`config.mk`:
```
export PLATFORM = sky130hd
export DESIGN_NAME = if_fetch_queue
export DESIGN_NICKNAME = d
export VERILOG_FILES = /design/src/rtl/if_fetch_queue.sv
export SDC_FILE = /design/constraint.sdc
export NUM_CORES = 1
export LEC_CHECK = 0
export CAP_MARGIN = 30
export CORE_UTILIZATION = 45
export CTS_CLUSTER_DIAMETER = 200
export DETAILED_ROUTE_END_ITERATION = 8
export PLACE_DENSITY_LB_ADDON = 0.2
export SETUP_SLACK_MARGIN = 0.2
export SLEW_MARGIN = 15
export SYNTH_ARGS = -nofsm -noshare
export SYNTH_HDL_FRONTEND = slang
export SYNTH_SLANG_ARGS = --single-unit
```
`constraint.sdc`:
```
create_clock -name clk -period 1.7 [get_ports clk]
set_input_delay 0.255 -clock clk [delete_from_list [all_inputs] [get_ports clk]]
set_output_delay 0.255 -clock clk [all_outputs]
set_load 0.01 [all_outputs]
```
`src/rtl/if_fetch_queue.sv`:
```
// Instruction-fetch front end: owns the PC, drives a combinational instruction
// memory and buffers {instruction, PC+step} pairs toward decode in a small FIFO.
// A redirect reloads the PC and empties the queue in a single cycle.
module if_fetch_queue #(
    parameter int unsigned       DATA_W   = 32,
    parameter int unsigned       ADDR_W   = 32,
    parameter int unsigned       DEPTH    = 4,
    parameter logic [ADDR_W-1:0] RESET_PC = '0,
    parameter logic [ADDR_W-1:0] PC_STEP  = ADDR_W'(4)
) (
    input  logic                         clk,
    input  logic                         rst,
    input  logic                         redirect_valid,
    input  logic [ADDR_W-1:0]            redirect_pc,
    output logic [ADDR_W-1:0]            imem_addr,
    input  logic [DATA_W-1:0]            imem_rdata,
    input  logic                         id_ready,
    output logic                         id_valid,
    output logic [DATA_W-1:0]            id_instr,
    output logic [ADDR_W-1:0]            id_pc_plus4,
    output logic [$clog2(DEPTH+1)-1:0]   count
);

    localparam int unsigned PTR_W = $clog2(DEPTH);
    localparam int unsigned CNT_W = $clog2(DEPTH+1);

    logic [ADDR_W-1:0] pc_q, pc_d, pc_next;
    logic [PTR_W-1:0]  wr_ptr_q, wr_ptr_d;
    logic [PTR_W-1:0]  rd_ptr_q, rd_ptr_d;
    logic [CNT_W-1:0]  count_q, count_d;
    logic [DATA_W-1:0] instr_q [DEPTH];
    logic [DATA_W-1:0] instr_d [DEPTH];
    logic [ADDR_W-1:0] pc4_q [DEPTH];
    logic [ADDR_W-1:0] pc4_d [DEPTH];
    logic              push, pop;

    assign pc_next   = pc_q + PC_STEP;
    assign imem_addr = pc_q;
    assign count     = count_q;

    // Decode-side view of the head entry; a redirect hides it immediately.
    always_comb begin
        id_valid    = (count_q != '0) && !redirect_valid;
        id_instr    = '0;
        id_pc_plus4 = '0;
        if (count_q != '0) begin
            id_instr    = instr_q[rd_ptr_q];
            id_pc_plus4 = pc4_q[rd_ptr_q];
        end
    end

    // Next-state: push/pop bookkeeping, redirect overrides everything.
    always_comb begin
        pop      = id_valid && id_ready;
        // A full queue can still accept a fetch when the head leaves this cycle.
        push     = !redirect_valid && ((count_q != CNT_W'(DEPTH)) || pop);
        pc_d     = pc_q;
        wr_ptr_d = wr_ptr_q;
        rd_ptr_d = rd_ptr_q;
        count_d  = count_q;
        instr_d  = instr_q;
        pc4_d    = pc4_q;
        if (redirect_valid) begin
            // Stale entries are left in place; count=0 makes them invisible.
            pc_d     = redirect_pc;
            wr_ptr_d = '0;
            rd_ptr_d = '0;
            count_d  = '0;
        end else begin
            if (push) begin
                instr_d[wr_ptr_q] = imem_rdata;
                pc4_d[wr_ptr_q]   = pc_next;
                wr_ptr_d          = wr_ptr_q + PTR_W'(1);
                pc_d              = pc_next;
            end
            if (pop) begin
                rd_ptr_d = rd_ptr_q + PTR_W'(1);
            end
            case ({push, pop})
                2'b10:   count_d = count_q + CNT_W'(1);
                2'b01:   count_d = count_q - CNT_W'(1);
                default: count_d = count_q;
            endcase
        end
    end

    // State registers with asynchronous active-low reset.
    always_ff @(posedge clk or negedge rst) begin
        if (!rst) begin
            pc_q     <= RESET_PC;
            wr_ptr_q <= '0;
            rd_ptr_q <= '0;
            count_q  <= '0;
            instr_q  <= '{default: '0};
            pc4_q    <= '{default: '0};
        end else begin
            pc_q     <= pc_d;
            wr_ptr_q <= wr_ptr_d;
            rd_ptr_q <= rd_ptr_d;
            count_q  <= count_d;
            instr_q  <= instr_d;
            pc4_q    <= pc4_d;
        end
    end

endmodule

```
* Word-level counts from Yosys, hierarchy flattened *
Cells that the tools add are included.

cells by class
  multiply operators = 0
  shift operators = 0
  multiplexer cells = 20
  equality and inequality tests = 3
  reductions and logical operators = 11
  bitwise operators = 3
  order comparisons = 3
  div/mod/pow operators = 0
  add/sub/neg operators = 5

operators by type and width
  cell                                                                   number
  32-bit 2-to-1 mux                                                      9
  128-bit bitwise mux                                                    2
  32-bit binary-select mux with 2-bit select                             2
  32-bit demux with 2-bit select                                         1
  32-bit by 3-bit adder with 32-bit output (second input constant)       1
  2-bit 2-to-1 mux                                                       4
  3-bit >= comparator (second input constant)                            2
  2-bit NOT with 3-bit output                                            2
  3-bit case mux with 2 select lines                                     1
  3-bit nonzero test                                                     2
  2-bit by 1-bit adder with 2-bit output (second input constant)         2
  1-bit logical AND                                                      4
  2-bit nonzero test                                                     2
  3-bit by 1-bit adder with 3-bit output (second input constant)         1
  3-bit by 1-bit < comparator with 1-bit output (second input constant)  1
  3-bit 2-to-1 mux                                                       1
  3-bit inequality test (second input constant)                          1
  3-bit by 1-bit subtractor with 3-bit output (second input constant)    1
  2-bit by 1-bit == test with 1-bit output (second input constant)       1
  2-bit == test (second input constant)                                  1
  2-bit AND reduction                                                    1
  1-bit zero test                                                        1
  1-bit logical OR                                                       1
  1-bit NOT                                                              1

word-level totals
  logic and storage cells = 57
  bits in writable memories = 0
  register bits = 295
  memory bits (read-only) = 0
  output and inout bits = 100
  input port bits = 68
  memories = 0
  bits in latches = 0

* Logic depth before layout (Yosys ltp) *
Gate-level depths: netlist (run 1).

  depth in word-level cells = 8
  depth in mapped cells = 7
  mapped depth without buffers = 6

* Worst setup path after synthesis (run 1) *
No wires, ideal clock.

  path type = register to register
  start point = register pc_q[11] (netlist: imem_addr[11])
  end point = register pc4_q[124] (netlist name)
  path buffers = 1
  path slack = -0.249 ns
  period minus slack after synthesis = 1.949 ns
  data required time = 1.575 ns
  library setup time = 0.125 ns
  stages on the path, launching flop included = 7
  arrival time = 1.824 ns
  cells stage by stage = dfrtp_1 buf_2 nand3_2 nor4_4 nand4_2 xnor2_2 mux2_2

on the way
  longest elaborated chain between the ends = 2

ends and longest elaborated chain
  item                                      RTL line  source
  start: declaration                        27        logic [ADDR_W-1:0] pc_q, pc_d, pc_next;
  start signal: assignment                  97        pc_q <= pc_d;
  32-bit by 3-bit adder with 32-bit output  37        assign pc_next = pc_q + PC_STEP;
  128-bit bitwise mux                       72        pc4_d[wr_ptr_q] = pc_next;
  end signal: assignment                    102       pc4_q <= pc4_d;
  end: declaration                          33        logic [ADDR_W-1:0] pc4_q [DEPTH];

No other way between the ends.
A chain may end at the register's enable or synchronous reset.

* Final worst setup path (run 1) *
  start point = register rd_ptr_q[0]
  end point = output id_instr[3]

on the way
  longest elaborated chain between the ends = 5

ends and longest elaborated chain
  item                                                  RTL line  source
  start: declaration                                    29        logic [PTR_W-1:0] rd_ptr_q, rd_ptr_d;
  start signal: assignment                              99        rd_ptr_q <= rd_ptr_d;
  2-bit NOT with 3-bit output (implied by the code)     47        id_instr = instr_q[rd_ptr_q];
  32-bit binary-select mux with 2-bit select            47
  32-bit 2-to-1 mux (implied by the code) (2 in a row)  47
  32-bit 2-to-1 mux                                     46        if (count_q != '0) begin
  end: declaration                                      19        output logic [DATA_W-1:0] id_instr,

No other way between the ends. The select of a mux whose other input is x is not followed.

==> impl_metrics.env, run 1 <==
export IMPL_gp_congestion=0.816
export IMPL_p_seq_frac=0.312
export IMPL_finalClockSkew_ns=0.0186
export IMPL_rsz0062_at_grt="yes"
export IMPL_fin_nets=1627
export IMPL_leakage_nw=10.7
export IMPL_placedInstanceArea_mm2=0.0181
export IMPL_cp_top_family="buffers and inverters"
export IMPL_drt_pass1_iterations=7
export IMPL_dp_hpwl_um=23800
export IMPL_vias=11348
export IMPL_clk_insertion_delay_late_ns=0.52
export IMPL_grt_pass1_wl_um=68200
export IMPL_antenna_cells=0
export IMPL_hp_class="primary input to flop"
export IMPL_clkTransAtPathRegs_ns=0.05
export IMPL_ios=168
export IMPL_synth_seq_area_share=0.529
export IMPL_hold_slack_ns=0.236
export IMPL_use_met3=0.0390
export IMPL_drv_cap=0
export IMPL_antenna_found_initial=0
export IMPL_worst_setup_path_type="flop to output port"
export IMPL_root_buffer="clkbuf_16"
export IMPL_synth_edff_count=0
export IMPL_switching_share=0.322
export IMPL_drc=0
export IMPL_first_iter_violations=929
export IMPL_synth_area_mm2=0.0140
export IMPL_ir_drop_v=0.000851
export IMPL_vias_per_cell=5.75
export IMPL_area_delta_synth_final_pct=66.6
export IMPL_use_met2=0.454
export IMPL_track_usage=0.285
export IMPL_synthCells=1124
export IMPL_dieArea_mm2=0.0317
export IMPL_fin_ws_ns=-0.719
export IMPL_grt_pass1_vias=11614
export IMPL_totalWireLength_um=48300
export IMPL_critPathArrivalTime_ns=2.16
export IMPL_period_share=1.42
export IMPL_top_usage_layer="met2"
export IMPL_clock_path_buffers=3
export IMPL_dp_cells=1764
export IMPL_synth_nets=1198
export IMPL_worstPathCellList="buf_12 -> buf_12 -> buf_16 -> mux4_2 -> and2_4 -> buf_6"
export IMPL_nFillCells=1783
export IMPL_cp_data_required_time_ns=1.44
export IMPL_syn_area_per_cell_um2=12.4
export IMPL_crit_start="rd_ptr_q[0]$_DFFE_PN0P_"
export IMPL_cts_sinks=295
export IMPL_finalHoldViolations=0
export IMPL_worstSetupEndpointType="output port"
export IMPL_port_buffers=167
export IMPL_violations="negative setup slack"
export IMPL_cts_inserted_buffers=34
export IMPL_gr_total_overflow=0
export IMPL_p_per_area_mw_per_mm2=1740
export IMPL_yosys_register_bits=295
export IMPL_crit_buf_inv=4
export IMPL_fin_cells=1972
export IMPL_yosys_warnings=0
export IMPL_status="finished, violations left"
export IMPL_hold_start="redirect_valid"
export IMPL_crit_top_cell="buf_12"
export IMPL_async_flop_share=1.00
export IMPL_ys_types=48
export IMPL_fmax_mhz=413
export IMPL_cpPeakStageDelay_ns=0.52
export IMPL_fin_tns_setup_ns=-173.74
export IMPL_period_needed_ns=2.42
export IMPL_crit_path_start_kind="flop"
export IMPL_crit_fanout=5
export IMPL_start_util=0.456
export IMPL_finalSetupViolations=351
export IMPL_worst_slew_pin_slew_ns=0.767
export IMPL_antenna_left=0
export IMPL_finalPower_mw=40.4
export IMPL_grt_max_degree=62
export IMPL_die_x_um=178
export IMPL_maxSlewViolCount=0
export IMPL_core_region_area_mm2=0.0306
export IMPL_drive_above_1_share=0.633
export IMPL_pwr_share_clk=0.194
export IMPL_timing_rr_start="count[2]$_DFFE_PN0P_"
export IMPL_cts_max_level=2
export IMPL_design_area_mm2=0.0232
export IMPL_chipHeight_um=178
export IMPL_rows=64
export IMPL_avgRoutedWirePerCell_um=24.5
export IMPL_p_switching_mw=13.0
export IMPL_p_int_mw=27.4
export IMPL_slowest_stage="dfrtp_4"
export IMPL_synthFlopType="dfrtp_1"
export IMPL_slew_headroom=0.487
export IMPL_gr_usage_met1=0.404
export IMPL_cts_tree="done"
export IMPL_share_comb_of_total_power=0.494
## layout make-up
type	count	area (um2)	share of cell area
inverters	3	11.3	0.000484
flip-flops and latches	295	7400	0.318
clock buffers	49	998	0.0429
repair buffers	475	5980	0.257
well taps	396	495	0.0213
multi-input cells	744	8190	0.352
clock inverters	10	179	0.00770
## metal layers
layer / wire (um) / part of all wire
met1: 20300 / 0.42
met2: 23600 / 0.49
met3: 2710 / 0.056
met4: 1680 / 0.035
met5: 0 / 0
## power by group through the flow
stage	Clock, mW	Combinational (mW)	Sequential (mW)
2_1_floorplan	0	9.38	11.4
3_5_place_dp	0	14.4	11.8
3_3_place_gp	0	14.1	11.7
6_report	7.84	19.9	12.6
4_1_cts	7.84	17.7	11.9
5_1_grt	8.20	21.0	12.9
## metrics by stage
step	setup slack [ns]	util
floorplan	-0.203	-
global placement	-0.499	0.591
detailed placement	-0.570	0.591
CTS	-0.702	0.709
global route	-0.762	0.760
finish	-0.719	0.760
## state kept, by name (all words and copies together) (netlist names)
signal,flops
count,3
imem_addr,32
instr_q,128
pc4_q,128
rd_ptr_q,2
wr_ptr_q,2
## what timing repair did
item,CTS,global route
endpoints found under the setup margin,389,379
pin swaps,101,104
hold buffers,1,0
endpoints found under the hold margin,36,0
resized for setup,670,297
cloned,38,9
setup buffers,77,24
## cell usage in the layout (no fill, tap or decap), types with 7 or more instances in the layout
| master | count |
|---|---|
| nand2_4 | 78 |
| o21ai_1 | 56 |
| xnor2_2 | 7 |
| dfrtp_2 | 9 |
| clkbuf_16 | 44 |
| nand2_1 | 47 |
| clkdlybuf4s50_1 | 65 |
| clkbuf_8 | 7 |
| buf_2 | 20 |
| nand2_2 | 31 |
| nand3_2 | 11 |
| nor2_1 | 12 |
| mux2_2 | 25 |
| clkbuf_1 | 7 |
| nand4_1 | 14 |
| nand3_1 | 13 |
| and2_4 | 59 |
| xnor2_1 | 16 |
| buf_6 | 143 |
| o21ai_2 | 77 |
| buf_8 | 15 |
| buf_4 | 124 |
| xor2_1 | 26 |
| buf_12 | 46 |
| xor2_2 | 10 |
| nor2_4 | 7 |
| buf_16 | 43 |
| dfrtp_1 | 285 |
| mux4_2 | 64 |
| mux2_4 | 128 |
## synthesized netlist by cell type (all sizes together), types with 2 or more instances
master / instances / area, um2
clkbuf: 34 / 130
mux2i: 2 / 20.0
nand4: 17 / 143
nor3: 9 / 50.1
and2: 65 / 407
mux2: 153 / 1720
and3: 6 / 38.8
xor2: 36 / 315
o21ai: 137 / 686
dfrtp: 295 / 7380
inv: 3 / 11.3
nor2: 19 / 71.3
nand2: 160 / 611
ha: 5 / 62.6
a21oi: 3 / 15.0
xnor2: 23 / 209
or3: 2 / 13.8
nor4: 6 / 104
nand3: 25 / 130
mux4: 64 / 1440
buf: 48 / 282
## path summary, 6_finish.rpt
check	end	slack, ns	cells past startpoint
max	id_instr[3]	-0.72	6
min reg2reg	pc4_q[85]$_DFFE_PN0P_	0.49	2
min	rd_ptr_q[0]$_DFFE_PN0P_	0.24	3
min in group asynchronous	instr_q[107]$_DFFE_PN0P_	0.26	2
max in group asynchronous	imem_addr[13]$_DFFE_PN0N_	0.76	3
max reg2reg	pc4_q[125]$_DFFE_PN0P_	-0.60	13
## logic make-up (layout without fill, tap and decap cells)
| group | Yosys count | after routing | synth area share |
|---|---|---|---|
| AOI/OAI and AO/OA | 142 | 142 | 0.0512 |
| xor gates and xnor gates | 59 | 59 | 0.0376 |
| adders and majority gates | 6 | 6 | 0.00592 |
| buffers and inverters | 85 | 537 | 0.0303 |
| DFF | 295 | 295 | 0.529 |
| muxes | 219 | 219 | 0.228 |
| other | 1 | 1 | 0.000269 |
| and+or+nand+nor | 317 | 317 | 0.118 |
## worst reg2reg max path, stage by stage (launching register included)
cell     delay, ns
dfrtp_1       0.39
buf_6         0.12
buf_6         0.10
buf_6         0.11
buf_6         0.11
nor4b_4       0.12
buf_4         0.15
nor2_4        0.15
buf_6         0.16
nand2_8       0.13
buf_12        0.20
buf_12        0.15
buf_16        0.13
o21ai_1       0.19
Power figures use the tool's default switching activity.
==> run 2: changes to the inputs <==
- MAX_ROUTING_LAYER: unset -> met4
==> run 2 against run 1 <==
  * The run still ends with negative setup slack left
  * Cell area rose by 0.15%
  * Maximum frequency barely moved
  * Die area did not move
  * Core utilization increased by 0.11 points
  * Register-to-register slack hardly changed
  * Flip-flop and latch count unchanged
  * Worst hold slack lost 0.0010 ns
  * Critical path depth unchanged
  * Final cell count is essentially flat
  * Wire length up 0.75%
  * Combinational power hardly changed
  * Total power up 0.14%
  * Critical endpoint unchanged
==> impl_metrics.env, run 2 (same netlist as run 1, synthesis figures left out) <==
export IMPL_vias_per_cell=5.72
export IMPL_ir_drop_v=0.000847
export IMPL_drive_above_1_share=0.635
export IMPL_vias=11279
export IMPL_finalPower_mw=40.5
export IMPL_rows=64
export IMPL_start_util=0.456
export IMPL_grt_max_degree=62
export IMPL_design_area_mm2=0.0233
export IMPL_drv_cap=0
export IMPL_clkTransAtPathRegs_ns=0.06
export IMPL_violations="negative setup slack"
export IMPL_cp_data_required_time_ns=1.44
export IMPL_cts_sinks=295
export IMPL_avgRoutedWirePerCell_um=24.7
export IMPL_fmax_mhz=413
export IMPL_clk_insertion_delay_late_ns=0.52
export IMPL_crit_top_cell="buf_12"
export IMPL_maxSlewViolCount=0
export IMPL_drt_pass1_iterations=7
export IMPL_antenna_cells=0
export IMPL_core_region_area_mm2=0.0306
export IMPL_ios=168
export IMPL_slew_headroom=0.439
export IMPL_dp_cells=1764
export IMPL_track_usage=0.293
export IMPL_crit_path_start_kind="flop"
export IMPL_fin_nets=1628
export IMPL_period_share=1.42
export IMPL_fin_ws_ns=-0.720
export IMPL_chipHeight_um=178
export IMPL_dieArea_mm2=0.0317
export IMPL_placedInstanceArea_mm2=0.0181
export IMPL_cpPeakStageDelay_ns=0.52
export IMPL_critPathArrivalTime_ns=2.17
export IMPL_antenna_left=0
export IMPL_fin_cells=1973
export IMPL_finalSetupViolations=351
export IMPL_clock_path_buffers=3
export IMPL_worstPathCellList="buf_12 -> buf_12 -> buf_16 -> mux4_2 -> and2_4 -> buf_6"
export IMPL_mostFrequentLayoutCell="dfrtp_1"
export IMPL_drc=0
export IMPL_dp_hpwl_um=23800
export IMPL_slowest_stage="dfrtp_4"
export IMPL_hp_class="primary input to flop"
export IMPL_antenna_found_initial=0
export IMPL_crit_fanout=5
export IMPL_die_x_um=178
export IMPL_cts_tree="done"
export IMPL_area_delta_synth_final_pct=66.8
export IMPL_finalHoldViolations=0
export IMPL_totalWireLength_um=48600
export IMPL_grt_pass1_vias=11619
export IMPL_cts_max_level=2
export IMPL_rsz0062_at_grt="yes"
export IMPL_port_buffers=167
export IMPL_fin_tns_setup_ns=-178.38
export IMPL_finalClockSkew_ns=0.0138
export IMPL_status="finished, violations left"
export IMPL_root_buffer="clkbuf_16"
export IMPL_worst_slew_pin_slew_ns=0.839
export IMPL_final_cell_mix="dfrtp_1 (285), buf_6 (139), mux2_4 (128)"
export IMPL_grt_pass1_wl_um=68200
export IMPL_first_iter_violations=676
export IMPL_worst_setup_path_type="flop to output port"
export IMPL_worstSetupEndpointType="output port"
export IMPL_cts_inserted_buffers=34
export IMPL_gr_total_overflow=0
export IMPL_gp_congestion=0.828
export IMPL_period_needed_ns=2.42
export IMPL_leakage_nw=10.7
export IMPL_p_per_area_mw_per_mm2=1740
-- run 2: cell count changes in the layout (fill, tap and decap cells not counted), sizes merged --
| cell | delta |
|---|---|
| nand2 | +1 |
-- run 2: layout make-up --
cell class | instances | area [um2]
fill | 1753 | 7310
tap | 396 | 495
clock inverter | 10 | 179
clock buffer | 49 | 998
inverter | 3 | 11.3
multi-input combinational | 745 | 8230
timing repair buffer | 475 | 5970
sequential | 295 | 7400
-- run 2: timing repair --
item,4_1_cts,5_1_grt
pin swaps,101,107
gates cloned,38,10
endpoints found under the hold margin,36,0
endpoints found under the setup margin,389,379
hold buffers,1,0
buffers inserted,77,24
gates resized for setup,670,301
-- run 2: report_power, final --
group          internal, mW  switching, mW  leakage [nW]
Sequential             10.1           2.53          3.60
Combinational          12.5           7.51          6.48
Clock                  4.84           3.00         0.581
Total                  27.4           13.0          10.7
-- run 2: final timing paths --
path | startpoint | endpoint | slack [ns] | cells past startpoint
setup / recovery | rd_ptr_q[0]$_DFFE_PN0P_ | id_instr[3] | -0.72 | 6
hold / removal | redirect_valid | wr_ptr_q[0]$_DFFE_PN0N_ | 0.23 | 3
setup reg to reg | count[2]$_DFFE_PN0P_ | instr_q[81]$_DFFE_PN0P_ | -0.60 | 12
hold reg to reg | pc4_q[84]$_DFFE_PN0P_ | pc4_q[84]$_DFFE_PN0P_ | 0.49 | 2
max in group asynchronous | rst | imem_addr[13]$_DFFE_PN0N_ | 0.74 | 3
min in group asynchronous | rst | instr_q[107]$_DFFE_PN0P_ | 0.26 | 2
-- run 2: layer usage --
layer	GRT usage	up-vias	share of wire
met2	0.456	490	0.49
met4	0.0880	0	0.031
met5	-	-	0
met3	0.0382	125	0.060
met1	0.402	5819	0.42
li1	-	4845	-
-- run 2: through the flow --
step / hold WS [ns] / setup WS, ns / util
after detailed placement: 0.210 / -0.570 / 0.591
after floorplan: -0.0406 / -0.203 / -
after global routing: 0.238 / -0.761 / 0.761
after global placement: 0.211 / -0.499 / 0.591
final: 0.235 / -0.720 / 0.761
after CTS: 0.212 / -0.702 / 0.709
-- run 2: critical path: cells and delay by family (launching register included) --
family                 cells  cell delay [ns]
buffers and inverters      4             0.53
DFF                        1             0.52
muxes                      1             0.44
and+or+nand+nor            1             0.16
==> run 3: changes to the inputs <==
- CORE_ASPECT_RATIO: unset -> 1.4
- CORE_MARGIN: unset -> 5
==> run 3 against run 2 <==
  * The run still ends with negative setup slack left
  * Sequential share of layout area fell by 0.23 points
  * Global-route usage down 2.8 points
  * Clock power fell by 13%
  * Core utilization increased by 0.28 points
  * Sequential power hardly changed
==> impl_metrics.env, run 3 (same netlist as run 1, synthesis figures left out) <==
export IMPL_area_delta_synth_final_pct=68.1
export IMPL_antenna_found_initial=0
export IMPL_finalHoldViolations=0
export IMPL_cpPeakStageDelay_ns=0.52
export IMPL_grt_pass1_wl_um=70800
export IMPL_gr_total_overflow=0
export IMPL_cts_tree="done"
export IMPL_drive_above_1_share=0.643
export IMPL_final_cell_mix="dfrtp_1 (282), buf_6 (172), mux2_4 (148)"
export IMPL_port_buffers=167
export IMPL_cp_top_family="buffers and inverters"
export IMPL_dp_cells=1744
export IMPL_clkTransAtPathRegs_ns=0.06
export IMPL_worst_slew_pin_slew_ns=0.758
export IMPL_ir_drop_v=0.000942
export IMPL_grt_pass1_vias=12177
export IMPL_rows=76
export IMPL_placedInstanceArea_mm2=0.0180
export IMPL_chipHeight_um=218
export IMPL_clock_path_buffers=3
export IMPL_clk_insertion_delay_late_ns=0.57
export IMPL_dp_hpwl_um=25000
export IMPL_pre_cts_slack_ns=-0.511
export IMPL_antenna_left=0
export IMPL_cts_sinks=295
export IMPL_hp_class="primary input to asynchronous set/reset pin"
export IMPL_crit_top_cell="buf_12"
export IMPL_track_usage=0.264
export IMPL_die_x_um=159
export IMPL_p_seq_frac=0.315
export IMPL_drv_cap=0
export IMPL_cp_data_required_time_ns=1.44
export IMPL_avgRoutedWirePerCell_um=24.3
export IMPL_p_int_mw=26.7
export IMPL_drt_pass1_iterations=5
export IMPL_worstPathCellList="buf_12 -> buf_12 -> buf_8 -> mux4_2 -> and2_1 -> buf_2"
export IMPL_vias=11187
export IMPL_share_comb_of_total_power=0.510
export IMPL_dieArea_mm2=0.0347
export IMPL_pwr_share_clk=0.174
export IMPL_first_iter_violations=514
export IMPL_cts_max_level=1
export IMPL_nFillCells=1806
export IMPL_period_needed_ns=2.51
export IMPL_drc=0
export IMPL_p_switching_mw=12.7
export IMPL_p_per_area_mw_per_mm2=1680
export IMPL_fmax_mhz=399
export IMPL_r2r_cells=14
export IMPL_mostFrequentLayoutCell="dfrtp_1"
export IMPL_slowest_stage="dfrtp_4"
export IMPL_gp_congestion=0.837
export IMPL_maxSlewViolCount=0
export IMPL_start_util=0.454
export IMPL_rsz0062_at_grt="yes"
export IMPL_fin_nets=1645
export IMPL_violations="negative setup slack"
export IMPL_design_area_mm2=0.0235
export IMPL_worstSetupEndpointType="output port"
export IMPL_crit_buf_inv=4
export IMPL_fin_tns_setup_ns=-197.42
export IMPL_core_region_area_mm2=0.0307
export IMPL_fin_cells=1985
export IMPL_ios=168
export IMPL_vias_per_cell=5.64
export IMPL_crit_cells=6
export IMPL_grt_max_degree=47
export IMPL_leakage_nw=10.7
export IMPL_crit_path_start_kind="flop"
export IMPL_totalWireLength_um=48200
export IMPL_crit_fanout=5
export IMPL_critPathArrivalTime_ns=2.25
export IMPL_root_buffer="clkbuf_16"
export IMPL_finalSetupViolations=356
export IMPL_fin_ws_ns=-0.808
export IMPL_cts_inserted_buffers=30
export IMPL_slew_headroom=0.491
export IMPL_antenna_cells=0
export IMPL_status="finished, violations left"
export IMPL_period_share=1.48
export IMPL_finalClockSkew_ns=0.0175
export IMPL_worst_setup_path_type="flop to output port"
export IMPL_switching_share=0.322
==> run 3: cell type report <==
| cell class | instances | area, um2 | area share |
|---|---|---|---|
| well taps | 390 | 488 | 0.0208 |
| repair buffers | 496 | 6410 | 0.273 |
| inverters | 3 | 11.3 | 0.000480 |
| multi-input cells | 745 | 8140 | 0.347 |
| clock buffers | 44 | 895 | 0.0381 |
| flip-flops and latches | 295 | 7400 | 0.315 |
| clock inverters | 12 | 124 | 0.00528 |
==> run 3: repair_timing <==
item | CTS | global route
hold endpoints to repair | 255 | 0
resized for setup | 836 | 204
endpoints found under the setup margin | 387 | 392
pin swaps | 144 | 83
cloned | 43 | 1
setup buffers | 121 | 19
hold buffers | 1 | 0
==> run 3: worst paths after layout <==
path                                         startpoint                        end  slack [ns]
worst max-delay path            rd_ptr_q[0]$_DFFE_PN0P_            id_pc_plus4[21]       -0.81
worst min-delay path                                rst   instr_q[104]$_DFFE_PN0P_        0.19
worst max register to register     count[1]$_DFFE_PN0P_      pc4_q[24]$_DFFE_PN0P_       -0.61
worst min register to register    pc4_q[48]$_DFFE_PN0P_      pc4_q[48]$_DFFE_PN0P_        0.48
max in group asynchronous                           rst   imem_addr[0]$_DFFE_PN0P_        0.87
min in group clk                        redirect_pc[13]  imem_addr[13]$_DFFE_PN0N_        0.22
==> run 3: power groups by stage <==
stage          logic [mW]  registers, mW  clock network (mW)
5_1_grt              21.1           12.7                7.26
3_3_place_gp         13.9           11.7                   0
6_report             20.1           12.4                6.86
4_1_cts              18.4           11.9                6.91
3_5_place_dp         14.1           11.9                   0
2_1_floorplan        9.38           11.4                   0
==> run 3: per-layer routing <==
layer	routed length, um	global-route usage
met2	25800	0.471
met5	0	-
met4	1620	0.0825
met1	18800	0.315
met3	1930	0.0313
==> run 3: through the flow <==
| step | utilization | hold WS [ns] | total power, mW |
|---|---|---|---|
| 6_report | 0.764 | 0.190 | 39.4 |
| 5_1_grt | 0.764 | 0.211 | 41.1 |
| 2_1_floorplan | - | -0.0406 | 20.8 |
| 4_1_cts | 0.732 | 0.185 | 37.3 |
| 3_3_place_gp | 0.585 | 0.185 | 25.6 |
| 3_5_place_dp | 0.585 | 0.192 | 26.0 |
